==> config.mk <==
export PLATFORM = sky130hd
export DESIGN_NAME = hdb3_tx_sched
export DESIGN_NICKNAME = d
export VERILOG_FILES = /design/src/rtl/hdb3_tx_sched.sv
export SDC_FILE = /design/constraint.sdc
export NUM_CORES = 1
export LEC_CHECK = 0
export CORE_MARGIN = 4
export CORE_UTILIZATION = 40
export CTS_BUF_LIST = sky130_fd_sc_hd__clkbuf_8
export DETAILED_ROUTE_END_ITERATION = 12
export PLACE_DENSITY = 0.68
export SETUP_SLACK_MARGIN = 0.1
export SYNTH_ARGS = -nofsm -noshare
export SYNTH_HDL_FRONTEND = slang
export SYNTH_SLANG_ARGS = --single-unit
==> constraint.sdc <==
create_clock -name clk -period 6.4 [get_ports clk]
set_input_delay 0.64 -clock clk [delete_from_list [all_inputs] [get_ports clk]]
set_output_delay 0.64 -clock clk [all_outputs]
set_load 0.1 [all_outputs]
==> src/rtl/hdb3_tx_sched.sv <==
// Byte-to-serial scheduler feeding the HDB3 V-insertion stage: alternating preamble,
// MSB-first data with zero fill on underrun, and a zero flush tail per frame.
module hdb3_tx_sched #(
    parameter int PRE_LEN   = 8,
    parameter int FLUSH_LEN = 4
) (
    input  logic        clk,
    input  logic        rst,
    input  logic        start,
    input  logic        abort,
    input  logic [7:0]  byte_data,
    input  logic        byte_valid,
    input  logic        byte_last,
    output logic        byte_ready,
    output logic        enc_data,
    output logic        enc_en,
    output logic        busy,
    output logic        done,
    output logic        underrun,
    output logic [15:0] byte_cnt
);

    typedef enum logic [2:0] {
        S_IDLE,
        S_PRE,
        S_DATA,
        S_STALL,
        S_FLUSH
    } state_t;

    localparam logic [7:0] PRE_LAST   = 8'(PRE_LEN - 1);
    localparam logic [7:0] FLUSH_LAST = 8'(FLUSH_LEN - 1);

    state_t      state_q, state_d;
    logic [7:0]  cnt_q, cnt_d;
    logic [7:0]  shreg_q, shreg_d;
    logic        last_q, last_d;
    logic        underrun_q, underrun_d;
    logic [15:0] byte_cnt_q, byte_cnt_d;
    logic        done_q, done_d;
    logic        enc_data_q, enc_data_d;
    logic        enc_en_q, enc_en_d;
    logic        hs;

    always_comb begin
        byte_ready = 1'b0;
        case (state_q)
            S_PRE:   byte_ready = (cnt_q == PRE_LAST);
            S_DATA:  byte_ready = (cnt_q == 8'd7) && !last_q;
            S_STALL: byte_ready = 1'b1;
            default: byte_ready = 1'b0;
        endcase
        if (abort) begin
            byte_ready = 1'b0;
        end
    end

    assign hs = byte_valid & byte_ready;

    always_comb begin
        state_d    = state_q;
        cnt_d      = cnt_q;
        shreg_d    = shreg_q;
        last_d     = last_q;
        underrun_d = underrun_q;
        byte_cnt_d = byte_cnt_q;
        done_d     = 1'b0;

        case (state_q)
            S_IDLE: begin
                if (start) begin
                    state_d    = S_PRE;
                    cnt_d      = 8'd0;
                    underrun_d = 1'b0;
                    byte_cnt_d = 16'd0;
                end
            end
            S_PRE: begin
                if (cnt_q == PRE_LAST) begin
                    cnt_d   = 8'd0;
                    state_d = hs ? S_DATA : S_STALL;
                end else begin
                    cnt_d = cnt_q + 8'd1;
                end
            end
            S_DATA: begin
                if (cnt_q == 8'd7) begin
                    cnt_d = 8'd0;
                    if (last_q) begin
                        state_d = S_FLUSH;
                    end else if (hs) begin
                        state_d = S_DATA;
                    end else begin
                        state_d = S_STALL;
                    end
                end else begin
                    cnt_d   = cnt_q + 8'd1;
                    shreg_d = {shreg_q[6:0], 1'b0};
                end
            end
            S_STALL: begin
                if (hs) begin
                    state_d = S_DATA;
                    cnt_d   = 8'd0;
                end
            end
            S_FLUSH: begin
                if (cnt_q == FLUSH_LAST) begin
                    state_d = S_IDLE;
                    cnt_d   = 8'd0;
                    done_d  = 1'b1;
                end else begin
                    cnt_d = cnt_q + 8'd1;
                end
            end
            default: state_d = S_IDLE;
        endcase

        if (hs) begin
            shreg_d = byte_data;
            last_d  = byte_last;
            if (byte_cnt_q != 16'hFFFF) begin
                byte_cnt_d = byte_cnt_q + 16'd1;
            end
        end

        if (abort && (state_q != S_IDLE)) begin
            state_d = S_IDLE;
            done_d  = 1'b0;
        end

        // underrun is raised on entry so it is visible alongside the first fill bit
        if (state_d == S_STALL) begin
            underrun_d = 1'b1;
        end

        enc_en_d   = (state_d != S_IDLE);
        enc_data_d = 1'b0;
        case (state_d)
            S_PRE:   enc_data_d = ~cnt_d[0];
            S_DATA:  enc_data_d = shreg_d[7];
            default: enc_data_d = 1'b0;
        endcase
    end

    always_ff @(posedge clk) begin
        if (rst) begin
            state_q    <= S_IDLE;
            cnt_q      <= 8'd0;
            shreg_q    <= 8'd0;
            last_q     <= 1'b0;
            underrun_q <= 1'b0;
            byte_cnt_q <= 16'd0;
            done_q     <= 1'b0;
            enc_data_q <= 1'b0;
            enc_en_q   <= 1'b0;
        end else begin
            state_q    <= state_d;
            cnt_q      <= cnt_d;
            shreg_q    <= shreg_d;
            last_q     <= last_d;
            underrun_q <= underrun_d;
            byte_cnt_q <= byte_cnt_d;
            done_q     <= done_d;
            enc_data_q <= enc_data_d;
            enc_en_q   <= enc_en_d;
        end
    end

    assign enc_data = enc_data_q;
    assign enc_en   = enc_en_q;
    assign busy     = enc_en_q;
    assign done     = done_q;
    assign underrun = underrun_q;
    assign byte_cnt = byte_cnt_q;

endmodule
==> flow_summary.json, run 1 <==
{
  "drive_gt1_share_pct": 7.80,
  "die-width_um": 83.4,
  "synthCells": 268,
  "first_global_vias": 1890,
  "post_drt_wl_per_cell_um": 14.6,
  "total_power_mw": 0.518,
  "synth.area.mux_share_pct": 5.89,
  "core_um2": 5510,
  "dpl.cell_count": 359,
  "synthFlopType": "dfxtp_1",
  "async_flop_share_pct": 0,
  "drc_errors": 0,
  "synth.area.top_cells": "dfxtp_1, nor2_1, mux2i_1",
  "met3_usage_pct": 4.27,
  "area_growth_pct": 21.4,
  "powerDensity_nw_per_um2": 188,
  "synth_compound_area_share_pct": 21.0,
  "place_ws_ps": 2940,
  "first_pass_iters": 4,
  "slowest_stage": "clkdlybuf4s50_1",
  "wl_mm": 5.35,
  "critPathKind": "reg2out",
  "cts_tree": "done",
  "start_util_pct": 41.3,
  "hold_buffers": 0,
  "clkTransAtPathRegs_ps": 90,
  "post_dp_cell_area_um2": 2640,
  "cp_slowest_stage_delay_ps": 1150,
  "ys_ff_latch": 40,
  "vias_per_cell": 5.73,
  "die_h_um": 83.4,
  "yosysWarnings": 0,
  "drt_iter0_drc": 146,
  "period_needed_ps": 3530,
  "final_area_um2": 2760,
  "portBuffers": 35,
  "worst_slew_pin_slew_ps": 1110,
  "hold_path_class": "reg2reg",
  "leakagePower_nw": 0.919,
  "grtUsageTotal_pct": 15.6,
  "ff_latch_area_um2": 801,
  "grt-busiest-layer": "met2",
  "grt_pass1_wl_mm": 9.16,
  "dieArea_um2": 6950,
  "cp_max_fo": 18,
  "fin_setup_tns_ps": 0,
  "multiInputGateArea_um2": 1370,
  "final_util_pct": 50.1,
  "hold_start": "shreg_q[0]",
  "slew_headroom_pct": 25.3,
  "synth_edf_count": 0,
  "io_pins": 36,
  "ir_worst_vdd_uv": 81.6,
  "synth_top_area_cell": "dfxtp_1",
  "hold_ws_ps": 471,
  "avgSynthCellArea_um2": 8.48,
  "worst_setup_path_end_kind": "output port",
  "grt_use_met2_pct": 24.5,
  "vias": 2104,
  "place_congestion": 0.846,
  "synthesis.nets": 284,
  "synth_cell_types": 59,
  "antenna_found_initial": 0,
  "status": "finished, final reports clean",
  "nFillCells": 543,
  "hold_viol_final": 0,
  "post_cts_buffers": 0,
  "path_cells": "nor2b_1 -> o2111ai_4 -> a21boi_0 -> clkdlybuf4s50_1",
  "synth_xor_xnor_area_share_pct": 2.70,
  "synthSimpleGateAreaFrac_pct": 29.5,
  "timing.max_cap.violations": 0,
  "worstPathArrival_ps": 2890,
  "layout_setup_ws_ps": 2870,
  "cts_resized": 0,
  "min_period_over_period_pct": 55.2,
  "fmax_mhz": 283,
  "grt_max_degree": 44,
  "slew_viol_final": 0,
  "grt.met1_usage_pct": 21.3,
  "yosys.area_share.adder_pct": 1.10,
  "yosysSeqAreaShare_pct": 35.2,
  "layout_commonest_cell": "dfxtp_1",
  "final_cells": 367,
  "diodes": 0,
  "setup_violations": 0,
  "synth_top_family_by_area": "simple AND/OR/NAND/NOR gates",
  "h-tree-depth": 2,
  "cp-start-kind": "register",
  "crit_required_ps": 5760,
  "antenna_left": 0,
  "grt_overflow": 0,
  "clock_sinks": 40,
  "clk_path_buf_depth": 2,
  "clkLatencyLatePin_ps": 300,
  "yosys.area.top_type_share_pct": 35.2,
  "cts_buffers": 5,
  "layout_common_cells": "dfxtp_1, clkdlybuf4s50_1, nor2_1",
  "startpoint": "state_q[1]",
  "final_nets": 310,
  "root_buffer": "clkbuf_8",
  "final.setup_skew_ps": 9.42,
  "syn_area_um2": 2270,
  "rows": 27,
  "rsz0062_at_grt": "no",
  "dpl.hpwl_mm": 3.60,
  "r2r-start": "byte_cnt[0]"
}
-- sequential cells by signal, summed over array words and instances (netlist names) --
| name | cells |
|---|---|
| state_q | 3 |
| last_q | 1 |
| byte_cnt | 16 |
| shreg_q | 8 |
| enc_data | 1 |
| done | 1 |
| underrun | 1 |
| cnt_q | 8 |
| busy | 1 |
-- critical path, delay by kind of cell, from the launching register on --
family | cells | cell delay, ps
simple gates | 1 | 390
buf+inv | 1 | 1150
flops | 1 | 680
compound gates | 2 | 380
-- synth_stat cells, types with 2 or more instances --
cell type   n
a31oi_1     5
or4_1       3
nor2b_1     2
buf_2       2
and2_1      2
nor3_1      8
xnor2_1     5
and4_1      3
nor3b_1     5
nor2_1     32
nor4b_1     2
inv_1       5
nor4_1      8
a21oi_1     9
nand2b_1    5
o211ai_1    9
a211oi_1    6
clkbuf_1   13
ha_1        2
a211o_1     2
or3_1       8
buf_4       2
nand2_1    17
o21ai_0     7
nand3_1    13
xor2_1      2
mux2_2      3
a311oi_1    2
dfxtp_1    40
nand4_1     6
mux2i_1    10
nand3b_1    2
a311o_1     2
-- final cells by class --
class	instances	area share, %
multi-input cells	205	49.6
well taps	72	3.27
inverters	5	0.681
clock inverters	3	1.68
repair buffers	37	13.2
flip-flops and latches	40	29.0
clock buffers	5	2.50
-- power by group --
group          switching [mW]  internal (mW)
Clock                  0.0969          0.118
Sequential            0.00338          0.251
Combinational          0.0311         0.0180
Total                   0.131          0.386
-- metal layers --
| layer | up-vias | wire, um |
|---|---|---|
| met4 | 0 | 43 |
| li1 | 1060 | - |
| met3 | 5 | 269 |
| met5 | - | 0 |
| met1 | 995 | 2620 |
| met2 | 44 | 2410 |
-- kinds of logic (layout without fill, tap and decap cells) --
| logic type | after synthesis | after routing |
|---|---|---|
| AOI/OAI and AO/OA | 60 | 60 |
| xor gates and xnor gates | 7 | 7 |
| adders and majority gates | 2 | 2 |
| buffers and inverters | 23 | 50 |
| DFF | 40 | 40 |
| muxes | 13 | 13 |
| and+or+nand+nor | 123 | 123 |
-- final timing paths --
check | to | slack, ps | cells past startpoint
hold / removal | shreg_q[0] | 470 | 2
hold reg to reg | shreg_q[0] | 470 | 2
setup / recovery | byte_ready | 2870 | 4
setup reg to reg | byte_cnt[12] | 3310 | 7
(Power assumes the default switching activity.)
==> inputs of run 2 (changes only) <==
clock period = 3.6 ns   (was 6.4 ns; I/O delays follow)
==> run 2 against run 1 <==
Critical path depth up 1. Die area unchanged. Clock power up 79%. Setup slack worse by 2000 ps. Sequential share of layout area down 0.21 points. Final cell count up 0.82%. Via count up 3.7%. Flip-flop and latch count unchanged. Power up 78%. Global-route usage up 0.45 points. Critical endpoint is now byte_cnt[8]. Largest cell class unchanged.
==> flow_summary.json, run 2 (synthesis gave the netlist of run 1 again) <==
{
  "grtUsageTotal_pct": 16.1,
  "post_drt_wl_per_cell_um": 15.1,
  "antenna_found_initial": 0,
  "worst_setup_path_end_kind": "register",
  "hold_path_class": "reg2reg",
  "rows": 27,
  "powerDensity_nw_per_um2": 333,
  "root_buffer": "clkbuf_8",
  "nFillCells": 538,
  "r2r_end": "byte_cnt[8]",
  "cp_slowest_stage_delay_ps": 670,
  "cp_max_fo": 18,
  "dpl.hpwl_mm": 3.93,
  "cts_buffers": 5,
  "dpl.cell_count": 362,
  "cts_tree": "done",
  "clkTransAtPathRegs_ps": 90,
  "layout_common_cells": "dfxtp_1, clkdlybuf4s50_1, nor2_1",
  "total_power_mw": 0.924,
  "die_h_um": 83.4,
  "diodes": 0,
  "crit_required_ps": 3790,
  "ir_worst_vdd_uv": 176,
  "clkLatencyLatePin_ps": 300,
  "post_cts_buffers": 0,
  "fmax_mhz": 363,
  "place_congestion": 0.914,
  "hold_viol_final": 0,
  "first_pass_iters": 4,
  "drt_iter0_drc": 114,
  "status": "finished, final reports clean",
  "antenna_left": 0,
  "clk_path_buf_depth": 2,
  "dieArea_um2": 6950,
  "drive_gt1_share_pct": 9.06,
  "portBuffers": 35,
  "die-width_um": 83.4,
  "area_growth_pct": 22.2,
  "leakagePower_nw": 0.936,
  "final.setup_skew_ps": 7.91,
  "io_pins": 36,
  "period_needed_ps": 2750,
  "path_cells": "nor2b_1 -> o2111ai_4 -> a2111o_1 -> nor4b_1 -> mux2_2",
  "cp-start-kind": "register",
  "slowest_stage": "dfxtp_1",
  "vias": 2181,
  "vias_per_cell": 5.89,
  "slew_headroom_pct": 34.7,
  "reg2reg_slack_ps": 850,
  "r2r-start": "state_q[1]",
  "first_global_vias": 1954,
  "reg2regPathDepth": 5,
  "final_nets": 313,
  "hold_start": "shreg_q[0]",
  "critPathKind": "reg2reg",
  "setup_violations": 0,
  "drc_errors": 0,
  "h-tree-depth": 2,
  "worst_slew_pin_slew_ps": 976,
  "hold_path_depth": 2,
  "slew_viol_final": 0,
  "final_util_pct": 50.4,
  "hold_ws_ps": 493,
  "rsz0062_at_grt": "no",
  "clock_sinks": 40,
  "grt_max_degree": 19,
  "grt_overflow": 0,
  "wl_mm": 5.59,
  "worstPathArrival_ps": 2950,
  "layout_commonest_cell": "dfxtp_1",
  "timing.max_cap.violations": 0,
  "largest_register_ffs": 16,
  "final_cells": 370,
  "min_period_over_period_pct": 76.5,
  "core_um2": 5510,
  "cts_resized": 0,
  "hold_buffers": 0,
  "grt_pass1_wl_mm": 9.29,
  "start_util_pct": 41.3,
  "fin_setup_tns_ps": 0,
  "holdPathEnd": "shreg_q[0]"
}
run 2: cell count changes in the layout (fill, tap and decap cells not counted), sizes merged:
cell           previous run  this run
buf                       2         6
clkdlybuf4s50            35        34
run 2: report_power, final:
group	leakage [nW]	internal (mW)	switching [mW]
combinational	0.558	0.0327	0.0568
sequential	0.323	0.446	0.00600
clock	0.0548	0.209	0.174
run 2: worst max-delay path by stage:
stage / end / from / slack (ps)
final: byte_cnt[8] / state_q[1] / 850
after global routing: byte_cnt[5] / state_q[1] / 710
after CTS: byte_cnt[8] / state_q[1] / 890
after detailed placement: byte_cnt[8] / state_q[1] / 910
after global placement: byte_cnt[8] / state_q[1] / 990
after floorplan: byte_cnt[2] / byte_cnt[0] / 510
run 2: final cells by class:
type | instances | area, um^2 | area share, %
multi-input combinational | 205 | 1370 | 49.2
sequential | 40 | 801 | 28.8
timing repair buffer | 40 | 385 | 13.9
tap | 72 | 90.1 | 3.24
clock buffer | 5 | 68.8 | 2.48
clock inverter | 3 | 46.3 | 1.67
inverter | 5 | 18.8 | 0.676
run 2: critical path: cells and delay by family, from the launching register on:
kind / cells / cell delay (ps)
compound gates: 2 / 800
simple gates: 2 / 790
flops: 1 / 670
mux: 1 / 370
run 2: layer usage:
layer | wire, um | vias to the layer above | track usage (%) | share of wire, %
met5 | 0 | - | 0 | 0
met4 | 46 | 0 | 4.46 | 0.82
met3 | 352 | 4 | 4.46 | 6.3
met2 | 2510 | 69 | 24.5 | 45
met1 | 2690 | 1040 | 22.3 | 48
li1 | - | 1068 | - | -
run 2: stage by stage:
| stage | setup WS [ps] | area (um^2) |
|---|---|---|
| 3_5_place_dp | 915 | 2660 |
| 5_1_grt | 708 | 2780 |
| 4_1_cts | 885 | 2780 |
| 2_1_floorplan | 512 | 2270 |
| 6_report | 846 | 2780 |
| 3_3_place_gp | 991 | 2660 |
